[src/rtl/cla_pipe_addsub.sv]
// -----------------------------------------------------------------------------
// cla_pipe_addsub
// Three-stage pipelined carry-lookahead adder/subtractor with valid/ready
// handshaking on both sides.
//
//   S1: register P = a ^ b_eff, G = a & b_eff and carry-in c0. In subtract
//       mode b_eff = ~b and c0 = ~cin.
//   S2: per-group generate/propagate (GG/GP), then a second-level lookahead
//       over the groups gives every group carry-in and the final carry out.
//   S3: per-bit carries by lookahead from the group carry-in; register
//       sum, cout, ovf and zero.
//
// One global advance enable moves the whole pipeline, bubbles included:
//   en = ~out_valid | out_ready, and in_ready = en.
//
// Ports
//   clk       in   rising-edge clock
//   rst       in   asynchronous active-high reset
//   in_valid  in   operand beat present
//   in_ready  out  block can accept a beat this cycle
//   a, b      in   WIDTH-bit operands
//   cin       in   carry-in (add) / borrow-in (sub)
//   sub       in   0 = add, 1 = subtract
//   out_valid out  result beat present
//   out_ready in   consumer takes the result this cycle
//   sum       out  WIDTH-bit result (modulo 2^WIDTH)
//   cout      out  carry out of MSB (sub: 1 = no borrow)
//   ovf       out  two's-complement overflow
//   zero      out  sum == 0
// -----------------------------------------------------------------------------
module cla_pipe_addsub #(
    parameter int WIDTH = 16,
    parameter int GROUP = 4
) (
    input  logic             clk,
    input  logic             rst,
    input  logic             in_valid,
    output logic             in_ready,
    input  logic [WIDTH-1:0] a,
    input  logic [WIDTH-1:0] b,
    input  logic             cin,
    input  logic             sub,
    output logic             out_valid,
    input  logic             out_ready,
    output logic [WIDTH-1:0] sum,
    output logic             cout,
    output logic             ovf,
    output logic             zero
);

    localparam int NG = WIDTH / GROUP;

    // Carry into position n of a lookahead block: every term is an
    // independent AND of one generate with the propagates above it, so no
    // carry ripples from one position to the next.
    function automatic logic lookahead(input logic [WIDTH-1:0] g,
                                       input logic [WIDTH-1:0] p,
                                       input logic             c_in,
                                       input int               n);
        logic term;
        logic res;
        res = 1'b0;
        for (int i = 0; i < n; i++) begin
            term = g[i];
            for (int j = i + 1; j < n; j++) begin
                term = term & p[j];
            end
            res = res | term;
        end
        term = c_in;
        for (int j = 0; j < n; j++) begin
            term = term & p[j];
        end
        res = res | term;
        return res;
    endfunction

    logic             en_s;
    logic [WIDTH-1:0] b_eff_s;
    logic             c0_s;

    logic             s1_valid_r;
    logic [WIDTH-1:0] s1_p_r;
    logic [WIDTH-1:0] s1_g_r;
    logic             s1_c0_r;

    logic [NG-1:0]    gg_s;
    logic [NG-1:0]    gp_s;
    logic [NG:0]      gc_s;

    logic             s2_valid_r;
    logic [WIDTH-1:0] s2_p_r;
    logic [WIDTH-1:0] s2_g_r;
    logic [NG:0]      s2_gc_r;

    logic [WIDTH-1:0] carry_s;
    logic [WIDTH-1:0] sum_s;
    logic             ovf_s;

    assign en_s     = ~out_valid | out_ready;
    assign in_ready = en_s;

    // Operand conditioning for subtract: a - b - cin = a + ~b + ~cin.
    always_comb begin
        b_eff_s = {WIDTH{1'b0}};
        c0_s    = 1'b0;
        if (sub) begin
            b_eff_s = ~b;
            c0_s    = ~cin;
        end else begin
            b_eff_s = b;
            c0_s    = cin;
        end
    end

    // Stage 1 registers: per-bit propagate/generate and carry-in.
    always_ff @(posedge clk or posedge rst) begin
        if (rst) begin
            s1_valid_r <= 1'b0;
            s1_p_r     <= {WIDTH{1'b0}};
            s1_g_r     <= {WIDTH{1'b0}};
            s1_c0_r    <= 1'b0;
        end else if (en_s) begin
            s1_valid_r <= in_valid;
            s1_p_r     <= a ^ b_eff_s;
            s1_g_r     <= a & b_eff_s;
            s1_c0_r    <= c0_s;
        end
    end

    // Group generate/propagate and second-level lookahead for group carry-ins.
    always_comb begin
        logic [WIDTH-1:0] gw;
        logic [WIDTH-1:0] pw;
        logic [WIDTH-1:0] ggw;
        logic [WIDTH-1:0] gpw;
        gw   = {WIDTH{1'b0}};
        pw   = {WIDTH{1'b0}};
        ggw  = {WIDTH{1'b0}};
        gpw  = {WIDTH{1'b0}};
        gg_s = {NG{1'b0}};
        gp_s = {NG{1'b0}};
        gc_s = {(NG + 1){1'b0}};
        for (int k = 0; k < NG; k++) begin
            gw            = {WIDTH{1'b0}};
            gw[GROUP-1:0] = s1_g_r[k*GROUP +: GROUP];
            pw            = {WIDTH{1'b0}};
            pw[GROUP-1:0] = s1_p_r[k*GROUP +: GROUP];
            // Group generate is the carry out of the group with carry-in 0.
            gg_s[k]       = lookahead(gw, pw, 1'b0, GROUP);
            gp_s[k]       = &s1_p_r[k*GROUP +: GROUP];
        end
        ggw[NG-1:0] = gg_s;
        gpw[NG-1:0] = gp_s;
        for (int k = 0; k <= NG; k++) begin
            gc_s[k] = lookahead(ggw, gpw, s1_c0_r, k);
        end
    end

    // Stage 2 registers: group carry-ins (plus final carry) and P/G.
    always_ff @(posedge clk or posedge rst) begin
        if (rst) begin
            s2_valid_r <= 1'b0;
            s2_p_r     <= {WIDTH{1'b0}};
            s2_g_r     <= {WIDTH{1'b0}};
            s2_gc_r    <= {(NG + 1){1'b0}};
        end else if (en_s) begin
            s2_valid_r <= s1_valid_r;
            s2_p_r     <= s1_p_r;
            s2_g_r     <= s1_g_r;
            s2_gc_r    <= gc_s;
        end
    end

    // Per-bit carries inside each group from its carry-in, then sum/flags.
    always_comb begin
        logic [WIDTH-1:0] gw;
        logic [WIDTH-1:0] pw;
        gw      = {WIDTH{1'b0}};
        pw      = {WIDTH{1'b0}};
        carry_s = {WIDTH{1'b0}};
        for (int k = 0; k < NG; k++) begin
            gw            = {WIDTH{1'b0}};
            gw[GROUP-1:0] = s2_g_r[k*GROUP +: GROUP];
            pw            = {WIDTH{1'b0}};
            pw[GROUP-1:0] = s2_p_r[k*GROUP +: GROUP];
            for (int i = 0; i < GROUP; i++) begin
                carry_s[k*GROUP + i] = lookahead(gw, pw, s2_gc_r[k], i);
            end
        end
        sum_s = s2_p_r ^ carry_s;
        // Operand MSBs agree exactly when P[MSB] = 0; G[MSB] is then a[MSB].
        ovf_s = ~s2_p_r[WIDTH-1] & (sum_s[WIDTH-1] ^ s2_g_r[WIDTH-1]);
    end

    // Stage 3 registers drive the outputs directly.
    always_ff @(posedge clk or posedge rst) begin
        if (rst) begin
            out_valid <= 1'b0;
            sum       <= {WIDTH{1'b0}};
            cout      <= 1'b0;
            ovf       <= 1'b0;
            zero      <= 1'b0;
        end else if (en_s) begin
            out_valid <= s2_valid_r;
            sum       <= sum_s;
            cout      <= s2_gc_r[NG];
            ovf       <= ovf_s;
            zero      <= ~|sum_s;
        end
    end

endmodule

[config.mk]
export PLATFORM = sky130hd
export DESIGN_NAME = cla_pipe_addsub
export DESIGN_NICKNAME = d
export VERILOG_FILES = /design/src/rtl/cla_pipe_addsub.sv
export SDC_FILE = /design/constraint.sdc
export NUM_CORES = 1
export LEC_CHECK = 0
export BUFFER_PORTS_ARGS = -buffer_cell sky130_fd_sc_hd__buf_4
export CORE_ASPECT_RATIO = 1.25
export CORE_MARGIN = 2
export CORE_UTILIZATION = 40
export DETAILED_ROUTE_END_ITERATION = 10
export PLACE_DENSITY_LB_ADDON = 0.25
export SYNTH_ARGS = -nofsm -noshare
export SYNTH_HDL_FRONTEND = slang
export SYNTH_SLANG_ARGS = --single-unit
[constraint.sdc]
create_clock -name clk -period 2.6 [get_ports clk]
set_input_delay 0.26 -clock clk [delete_from_list [all_inputs] [get_ports clk]]
set_output_delay 0.26 -clock clk [all_outputs]
set_load 0.02 [all_outputs]
# ---- Word-level counts from Yosys, hierarchy flattened
# Cells that the tools add are included.
dict set report classes {
  n_reduce_logical 6
  mux 2
  bitwise_logic 114
}
# operator n
set op_table {}
lappend op_table {{bitwise AND 1 bit} 59}
lappend op_table {{OR 1 bit} 47}
lappend op_table {{XOR 16 bit} 2}
lappend op_table {{bitwise AND 16 bit} 1}
lappend op_table {{2-to-1 mux 16 bit} 1}
lappend op_table {{NOT 16 bit} 1}
lappend op_table {{AND reduction 4 bit} 4}
lappend op_table {{OR reduction 16 bit} 1}
lappend op_table {{NOT 1 bit} 3}
lappend op_table {{logical NOT 1 bit} 1}
lappend op_table {{2-to-1 mux 1 bit} 1}
lappend op_table {{XOR 1 bit} 1}
dict set report totals {
  wordCells 135
  out_inout_bits 21
  register_bits 92
  in_bits 38
}

# ---- Longest topological paths before layout
# Gate-level depths: netlist (run 1).
dict set report logic_depth {
  depth_word 13
  ltp_mapped 6
  ltp_nobuf 6
}

# ---- Least setup slack after synthesis (run 1)
# OpenSTA, ideal clock, no wires.
dict set report synth_timing {
  path_type {flip-flop to flip-flop}
  start {register s2_p_r[0]}
  end {register zero}
  path_slack_ps 267
  arrival_time_ps 2238
  required_time_ps 2505
  stages_incl_launch_ff 7
  period_less_slack_ps 2333
  n_path_buf 0
  setup_time_ps 95
  cell_sequence {dfrtp_1 -> ha_1 -> nor4_2 -> o211ai_1 -> or4_1 -> or4b_1 -> o31ai_1}
}
dict set report synth_via {
  elab_cells_between_ends 9
  cone_classes {bitwise: 7; reduce/logical: 2}
}
# item line
set synth_lines {}
lappend synth_lines {{start: declaration} 92} ;# logic [WIDTH-1:0] s2_p_r;
lappend synth_lines {{start signal: assignment} 164} ;# s2_p_r <= {WIDTH{1'b0}};
lappend synth_lines {{start signal: assignment} 169} ;# s2_p_r <= s1_p_r;
lappend synth_lines {{XOR 16 bit} 191} ;# sum_s = s2_p_r ^ carry_s;
lappend synth_lines {{net sum_s[0]} 97} ;# logic [WIDTH-1:0] sum_s;
lappend synth_lines {{OR reduction 16 bit} 209} ;# zero <= ~|sum_s;
lappend synth_lines {{logical NOT 1 bit} 209}
lappend synth_lines {{end signal: assignment} 209}
lappend synth_lines {{end: declaration} 48} ;# output logic zero
# The timed path passes the listed nets, and every way through them passes these cells.
# A chain may end at the register's enable or synchronous reset.

# ---- Worst setup path after layout (run 1)
# Ends and elaborated chain as after synthesis.

==> results of run 1 <==
[synthesized netlist by cell type, types with 3 or more instances]
cell type  instances
nor2_1            12
ha_1              20
dfrtp_1           89
o21ai_0            5
a211oi_1           3
clkbuf_1          17
o31ai_1            5
o21a_1             6
mux2_1             3
nand2_1          232
nor3_1             6
xnor2_1            6
o21ai_1            4
xor2_1            18
a21o_1             4
a21oi_1            8
buf_1              3
[how the worst min path moves through the flow]
stage	to	start	slack, ns
after floorplan	s1_valid_r	in_valid	0.37
after global placement	sum[3]	rst	0.45
after detailed placement	out_valid	s2_valid_r	0.45
after CTS	s2_gc_r[0]	rst	0.1
after global routing	s1_valid_r	in_valid	0.13
final	sum[3]	rst	0.07
[worst reg2reg max path, cell delays in order, from the launching register on]
cell and delay [ns]:
dfrtp_1 0.38, ha_1 0.33, nor4_2 0.27, o211ai_1 0.11, or4_1 0.51, or4b_1 0.50
o31ai_1 0.26
[report_power, final]
group,internal [µW],total (µW),switching (µW)
logic,720,1730,1010
clock network,744,1270,524
registers,1860,2210,345
[per-layer routing]
metal / up-vias / share of wire [%] / global-route usage [%]
li1: 1580 / - / -
met1: 1432 / 45 / 20.3
met2: 49 / 49 / 24.8
met3: 10 / 3.6 / 2.06
met4: 0 / 1.8 / 7.34
met5: - / 0 / 0
[area by class of cell]
| type | instances | area, µm² |
|---|---|---|
| clock buffer | 9 | 225 |
| inverter | 2 | 8.76 |
| sequential | 89 | 2230 |
| timing repair buffer | 61 | 470 |
| clock inverter | 7 | 70.1 |
| multi-input combinational | 349 | 1810 |
| tap | 129 | 161 |
| fill | 1035 | 5080 |
[cell families after synthesis]
| group | Yosys count | share of synthesized area (%) |
|---|---|---|
| DFF | 89 | 54.2 |
| muxes | 4 | 1.10 |
| xor gates and xnor gates | 24 | 5.11 |
| AOI/OAI and AO/OA | 43 | 7.00 |
| adders and majority gates | 20 | 6.09 |
| and+or+nand+nor | 258 | 24.5 |
| buffers and inverters | 22 | 2.01 |
[stage by stage]
stage | hold slack (ns) | total power [µW] | std cells | util (%) | worst slack, ns
2_1_floorplan | 0.372 | 3360 | 460 | - | 0.0331
3_3_place_gp | 0.447 | 3950 | 630 | 46.5 | 0.206
3_5_place_dp | 0.454 | 3990 | 630 | 46.5 | 0.174
4_1_cts | 0.0966 | 5280 | 646 | 49.4 | 0.122
5_1_grt | 0.128 | 5590 | 646 | 49.4 | 0.00300
6_report | 0.0715 | 5210 | 646 | 49.4 | 0.130
[state kept, by name (all words and copies together) (netlist names)]
register / flops
ovf: 1
cout: 1
s2_p_r: 16
s1_valid_r: 1
s1_g_r: 16
s2_g_r: 13
s1_p_r: 16
out_valid: 1
sum: 16
zero: 1
s2_valid_r: 1
s1_c0_r: 1
s2_gc_r: 5
==> impl_metrics.json, run 1 <==
{
  "outcome": "complete, no violations",
  "path_cells": "ha_1 -> nor4_2 -> o211ai_1 -> or4_1 -> or4b_1 -> o31ai_1",
  "ys_seq_area_share_pct": 54.2,
  "async_flop_share_pct": 100,
  "cts_resized": 0,
  "gp_congestion": 0.775,
  "drtAntennaViolNets": 0,
  "rows": 41,
  "r2r_setup_slack_ns": 0.13,
  "grt_antenna_before_repair": 0,
  "first_iter_violations": 175,
  "gr-total-overflow": 0,
  "initial_core_util_pct": 40.9,
  "synth_top_area_share_pct": 54.2,
  "vias": 3071,
  "synthesis.nets": 518,
  "cp.depth": 6,
  "r2r-end": "zero",
  "drv_cap": 0,
  "vdd_drop_max_v": 0.000391,
  "path_clk_slew_ns": 0.07,
  "design.core.area_um2": 10100,
  "yosysWarnings": 0,
  "min_path_type": "input pin to asynchronous set/reset pin",
  "die_h_um": 117,
  "mostFrequentLayoutCells": "nand2_1, dfrtp_1, buf_4, ha_1, xor2_1",
  "dpl.hpwl_um": 5460,
  "syn_area_um2": 4110,
  "cp-start-kind": "flop",
  "skew_ns": 0.00824,
  "layout_commonest_cell": "nand2_1",
  "routed_via_density": 4.75,
  "cts.sinks": 89,
  "max_slew.worst_pin.slew_ns": 0.869,
  "cts_tree": "built",
  "yosys-top-cells-area": "dfrtp_1, nand2_1, ha_1",
  "cp-endpoint": "zero",
  "critPathMaxFanout": 2,
  "slowest_delay_ns": 0.51,
  "root_buffer": "clkbuf_16",
  "fmax_mhz": 405,
  "netlist_instances": 460,
  "antenna_cells": 0,
  "final-setup-viol-count": 0,
  "synth_area_leader_cell": "dfrtp_1",
  "final_cell_area_um2": 4970,
  "critPathCaptureType": "flop",
  "syn_avg_cell_area_um2": 8.94,
  "r2r-start": "s2_p_r[0]",
  "post_drt_wl_per_cell_um": 12.2,
  "pin_count": 59,
  "yosysUniqueCellTypes": 33,
  "crit_family": "simple AND/OR/NAND/NOR gates",
  "postCtsSetupBuffers": 0,
  "rsz0062_at_grt": "no",
  "grt_start_max_net_pins": 94,
  "synth_edf_count": 0,
  "crit_start": "s2_p_r[0]",
  "dominantRegCellSynth": "dfrtp_1",
  "fin_crit_sh_pct": 95.0,
  "layout.nets": 570,
  "postPlaceCellArea_um2": 4680,
  "clock_latency_ns": 0.34,
  "h-tree-depth": 3,
  "area_growth_pct": 20.9,
  "power.density_nw_per_um2": 1050,
  "clk_path_buf_depth": 2,
  "drc": 0,
  "tritoncts.num_buffers": 9,
  "cp.required_ns": 2.84,
  "critical-path-slowest-cell": "or4_1",
  "grtUsageTotal_pct": 15.4,
  "cp.arrival_ns": 2.71,
  "slew_headroom_pct": 42.1,
  "power.leakage_uw": 0.00263,
  "io_buffers": 58,
  "cp_num_buf_inv": 0,
  "crit_type": "flop to flop",
  "setup_tns_ns": 0,
  "reg2reg_depth": 6,
  "slew_violations": 0,
  "first_global_vias": 2961,
  "synth.ff_latch_count": 89,
  "cts_hold_buf": 0,
  "dieArea_um2": 11100,
  "hold_violations": 0,
  "die_x_um": 94.7,
  "layout-drive-gt1-share_pct": 15.9,
  "fin_crit_ns": 2.47,
  "grt_first_pass_wirelength_um": 13600,
  "wl_um": 7860,
  "dr.pass1.iters": 5
}
Power figures use the tool's default switching activity.
==> run 2, diff against run 1 <==
--- a/config.mk
+++ b/config.mk
@@ -7,10 +7,10 @@
 export LEC_CHECK = 0
 export BUFFER_PORTS_ARGS = -buffer_cell sky130_fd_sc_hd__buf_4
 export CORE_ASPECT_RATIO = 1.25
-export CORE_MARGIN = 2
 export CORE_UTILIZATION = 40
 export DETAILED_ROUTE_END_ITERATION = 10
 export PLACE_DENSITY_LB_ADDON = 0.25
+export SETUP_SLACK_MARGIN = 0.5
 export SYNTH_ARGS = -nofsm -noshare
 export SYNTH_HDL_FRONTEND = slang
 export SYNTH_SLANG_ARGS = --single-unit
==> constraint.sdc (replaced) <==
create_clock -name clk -period 2.6 [get_ports clk]
set_input_delay 0.26 -clock clk [delete_from_list [all_inputs] [get_ports clk]]
set_output_delay 0.26 -clock clk [all_outputs]
set_load 0.05 [all_outputs]
==> run 2 against run 1 <==
Non-clock buffer count increased by 2. Critical path depth unchanged. Worst hold slack improved by 0.035 ns. Sequential share of layout area down 0.44 points. Maximum frequency grew 6.9%. Global-route usage is 0.73 points higher. Die area shrank 3.8%. Cell count is 0.31% higher. Core utilization grew 0.49 points. Clock power down 6%. First-iteration DRC count fell by 23%. Clock-buffer cell count rose by 5. Critical path type unchanged. Highest routed layer unchanged.
==> impl_metrics.json, run 2 (same netlist as run 1, synthesis figures left out) <==
{
  "vdd_drop_max_v": 0.000368,
  "drv_cap": 0,
  "slowest_delay_ns": 0.50,
  "final_cell_area_um2": 5020,
  "path_cells": "ha_4 -> nor4_4 -> o211ai_1 -> or4_1 -> or4b_1 -> o31ai_1",
  "dieArea_um2": 10700,
  "cts_tree": "built",
  "sw_frac_of_total_pct": 40.0,
  "layout_commonest_cell": "nand2_1",
  "p_int_uw": 3350,
  "layout-drive-gt1-share_pct": 16.2,
  "cp-start-kind": "flop",
  "critical-path-slowest-cell": "or4b_1",
  "cts.sinks": 89,
  "slew_headroom_pct": 40.1,
  "post_drt_wl_per_cell_um": 12.0,
  "crit_family": "simple AND/OR/NAND/NOR gates",
  "hold_violations": 0,
  "antenna_cells": 0,
  "pre_cts_ws_ns": 0.223,
  "critPathMaxFanout": 2,
  "grt_first_pass_wirelength_um": 13400,
  "final-setup-viol-count": 0,
  "pin_count": 59,
  "layout.nets": 572,
  "fin_crit_ns": 2.31,
  "setup_tns_ns": 0,
  "max_slew.worst_pin.slew_ns": 0.896,
  "clk_path_buf_depth": 2,
  "mostFrequentLayoutCells": "nand2_1, dfrtp_1, buf_4, xor2_1, ha_1",
  "first_iter_violations": 134,
  "dpl.hpwl_um": 5410,
  "power.density_nw_per_um2": 1110,
  "crit_type": "flop to flop",
  "first_global_vias": 2914,
  "seqPwrFrac_pct": 39.9,
  "post-route-util_pct": 49.9,
  "routed_via_density": 4.78,
  "wl_um": 7810,
  "cts_hold_buf": 0,
  "min_path_type": "input pin to asynchronous set/reset pin",
  "grt_start_max_net_pins": 94,
  "grtUsageTotal_pct": 16.1,
  "dp.cells": 631,
  "design.core.area_um2": 10100,
  "power_frac_comb_pct": 38.7,
  "grt_antenna_before_repair": 0,
  "dr.pass1.iters": 4,
  "slew_violations": 0,
  "power.share.clock_pct": 21.4,
  "cp.arrival_ns": 2.56,
  "layout.cells.non_filler": 648,
  "cp.required_ns": 2.85,
  "cp_num_buf_inv": 0,
  "tritoncts.num_buffers": 9,
  "rsz0062_at_grt": "yes",
  "power.leakage_uw": 0.00263,
  "initial_core_util_pct": 40.9,
  "clock_latency_ns": 0.34,
  "fin_ws_ns": 0.289,
  "vias": 3100,
  "gr-total-overflow": 0,
  "p_switching_uw": 2240,
  "skew_ns": 0.00474,
  "root_buffer": "clkbuf_16",
  "io_buffers": 58,
  "area_growth_pct": 22.1,
  "drtAntennaViolNets": 0,
  "fin_crit_sh_pct": 88.9,
  "critPathCaptureType": "flop",
  "drc": 0,
  "path_clk_slew_ns": 0.06,
  "postPlaceCellArea_um2": 4690,
  "gp_congestion": 0.779,
  "outcome": "complete, no violations",
  "rows": 41,
  "h-tree-depth": 3,
  "die_h_um": 115,
  "fmax_mhz": 433,
  "die_x_um": 92.7
}
==> run 2: power groups by stage <==
stage                     Combinational, µW  Sequential, µW  Clock (µW)
after floorplan                        1040            2660           0
after global placement                 2080            2210           0
after detailed placement               2100            2240           0
after CTS                              2130            2220        1230
after global routing                   2390            2300        1290
final                                  2160            2230        1190
==> run 2: metrics by stage <==
step	hold WS, ns	power, µW
final	0.106	5590
after global routing	0.124	5980
after CTS	0.117	5570
after detailed placement	0.458	4340
after global placement	0.452	4290
after floorplan	0.372	3700
==> run 2: metal layers <==
metal	part of all wire [%]	vias up	GRT usage, %
met3	3.3	8	3.97
met5	0	-	0
met1	46	1464	20.3
met2	49	48	26.5
li1	-	1580	-
met4	1.6	0	7.18
==> run 2: timing repair <==
action,CTS,global route
setup endpoints to repair,2,1
setup buffers,0,1
pin swaps,0,3
cloned,0,0
resized for setup,2,3
==> run 2: worst register-to-register path: stages (launching register included) <==
cell and delay (ns):
dfrtp_1 0.41, ha_4 0.26, nor4_4 0.25, o211ai_1 0.10, or4_1 0.46, or4b_1 0.50
o31ai_1 0.24
==> run 2: area by class of cell <==
cell class	count	area, µm²
inverters	2	11.3
well taps	129	161
clock buffers	14	264
repair buffers	63	489
flip-flops and latches	89	2230
fillers	992	5030
multi-input cells	349	1850
clock inverters	2	12.5
==> run 2: path summary, 6_finish.rpt <==
check / start / to / depth (start not counted) / slack, ns
setup / recovery: s2_p_r[4] / zero / 6 / 0.29
min in group clk: in_valid / s1_valid_r / 3 / 0.13
hold reg to reg: sum[14] / sum[14] / 2 / 0.46
setup reg to reg: s2_p_r[4] / zero / 6 / 0.29
max in group asynchronous: rst / s1_g_r[9] / 3 / 1.82
hold / removal: rst / sum[3] / 2 / 0.11
==> run 3, diff against run 2 <==
--- a/config.mk
+++ b/config.mk
@@ -11,6 +11,7 @@
 export DETAILED_ROUTE_END_ITERATION = 10
 export PLACE_DENSITY_LB_ADDON = 0.25
 export SETUP_SLACK_MARGIN = 0.5
+export SLEW_MARGIN = 25
 export SYNTH_ARGS = -nofsm -noshare
 export SYNTH_HDL_FRONTEND = slang
 export SYNTH_SLANG_ARGS = --single-unit
==> constraint.sdc (replaced) <==
create_clock -name clk -period 2.6 [get_ports clk]
set_input_delay 0.26 -clock clk [delete_from_list [all_inputs] [get_ports clk]]
set_output_delay 0.26 -clock clk [all_outputs]
set_load 0.02 [all_outputs]
==> run 3 against run 2 <==
Routed wire length increased by 2.8%. Die area unchanged. Sequential share of layout area decreased by 0.86 points. Via count increased by 0.45%. Flip-flop and latch count unchanged.
==> impl_metrics.json, run 3 (same netlist as run 1, synthesis figures left out) <==
{
  "tritoncts.num_buffers": 9,
  "cp-start-kind": "flop",
  "slew_headroom_pct": 40.8,
  "gr-total-overflow": 0,
  "clock_latency_ns": 0.34,
  "max_slew.worst_pin.slew_ns": 0.887,
  "critPathCaptureType": "flop",
  "grt_first_pass_wirelength_um": 13800,
  "antenna_cells": 0,
  "wl_um": 8020,
  "first_iter_violations": 136,
  "hold_depth": 3,
  "gp_congestion": 0.784,
  "grt_antenna_before_repair": 0,
  "pin_count": 59,
  "setup_tns_ns": 0,
  "dpl.hpwl_um": 5430,
  "min_path_type": "input pin to flop",
  "fmax_mhz": 424,
  "drv_cap": 0,
  "layout_commonest_cell": "nand2_1",
  "reg2reg_depth": 6,
  "cp.arrival_ns": 2.62,
  "drtAntennaViolNets": 0,
  "fin_ws_ns": 0.239,
  "skew_ns": 0.00611,
  "die_x_um": 92.7,
  "dieArea_um2": 10700,
  "cts.sinks": 89,
  "fin_hold_ws_ns": 0.117,
  "slew_violations": 0,
  "cts_tree": "built",
  "design.core.area_um2": 10100,
  "mostFrequentLayoutCells": "nand2_1, dfrtp_1, buf_4, xor2_1, ha_1",
  "rows": 41,
  "initial_core_util_pct": 40.9,
  "layout.cells.non_filler": 650,
  "crit_type": "flop to flop",
  "grt_start_max_net_pins": 94,
  "power.density_nw_per_um2": 1080,
  "root_buffer": "clkbuf_16",
  "finalPower_uw": 5540,
  "post_drt_wl_per_cell_um": 12.3,
  "routed_via_density": 4.79,
  "critPathMaxFanout": 2,
  "pre_cts_ws_ns": 0.231,
  "layout.nets": 574,
  "final-setup-viol-count": 0,
  "dr.pass1.iters": 4,
  "io_buffers": 58,
  "grtUsageTotal_pct": 16.5,
  "die_h_um": 115,
  "layout-drive-gt1-share_pct": 16.7,
  "power.leakage_uw": 0.00267,
  "fin_crit_sh_pct": 90.8,
  "fin_crit_ns": 2.36,
  "hold_violations": 0,
  "first_global_vias": 2947,
  "path_clk_slew_ns": 0.06,
  "vdd_drop_max_v": 0.000523,
  "clk_path_buf_depth": 2,
  "h-tree-depth": 3,
  "area_growth_pct": 24.5,
  "dp.cells": 631,
  "rsz0062_at_grt": "yes",
  "drc": 0,
  "cp.required_ns": 2.86,
  "vias": 3114,
  "outcome": "complete, no violations"
}
[run 3: final cells by class]
| class | instances | area [µm²] |
|---|---|---|
| multi-input combinational | 349 | 1850 |
| fill | 1007 | 4940 |
| tap | 129 | 161 |
| clock buffer | 11 | 243 |
| sequential | 89 | 2230 |
| clock inverter | 5 | 103 |
| inverter | 2 | 11.3 |
| timing repair buffer | 65 | 519 |
[run 3: path summary, 6_finish.rpt]
path	startpoint	to	slack [ns]
min in group asynchronous	rst	sum[5]	0.43
worst max register to register	s2_gc_r[1]	zero	0.24
worst min-delay path	in_valid	s1_valid_r	0.12
worst min register to register	sum[14]	sum[14]	0.46
worst max-delay path	s2_gc_r[1]	zero	0.24
max in group asynchronous	rst	s2_p_r[11]	1.49
[run 3: where the power goes]
| part | switching (µW) | internal (µW) | total (µW) |
|---|---|---|---|
| clock network | 516 | 963 | 1480 |
| registers | 371 | 1860 | 2230 |
| logic | 1030 | 794 | 1830 |
| total | 1920 | 3620 | 5540 |
[run 3: worst max-delay path, stage by stage (launching register included)]
cell and delay (ns):
dfrtp_1 0.41, ha_4 0.27, nor4_4 0.25, o211ai_1 0.12, or4_1 0.49, or4b_1 0.51, o31ai_1 0.23
[run 3: repair_timing]
| item | in CTS | in global routing |
|---|---|---|
| gates cloned | 0 | 0 |
| setup buffers | 0 | 1 |
| hold buffers | 0 | 1 |
| hold endpoints to repair | 0 | 9 |
| gates resized for setup | 4 | 1 |
| pin swaps | 0 | 6 |
| setup endpoints to repair | 2 | 1 |
[run 3: stage by stage]
step	area, µm²	util (%)
finish	5120	50.9
global route	5120	50.9
CTS	5070	50.4
detailed placement	4690	46.6
global placement	4690	46.6
floorplan	4110	-
[run 3: routing by layer]
layer / vias up / global-route usage [%] / wire length (µm)
met5: - / 0 / 0
met4: 0 / 8.41 / 219
met1: 1448 / 21.2 / 3740
met3: 17 / 3.17 / 242
met2: 57 / 26.8 / 3820
li1: 1592 / - / -
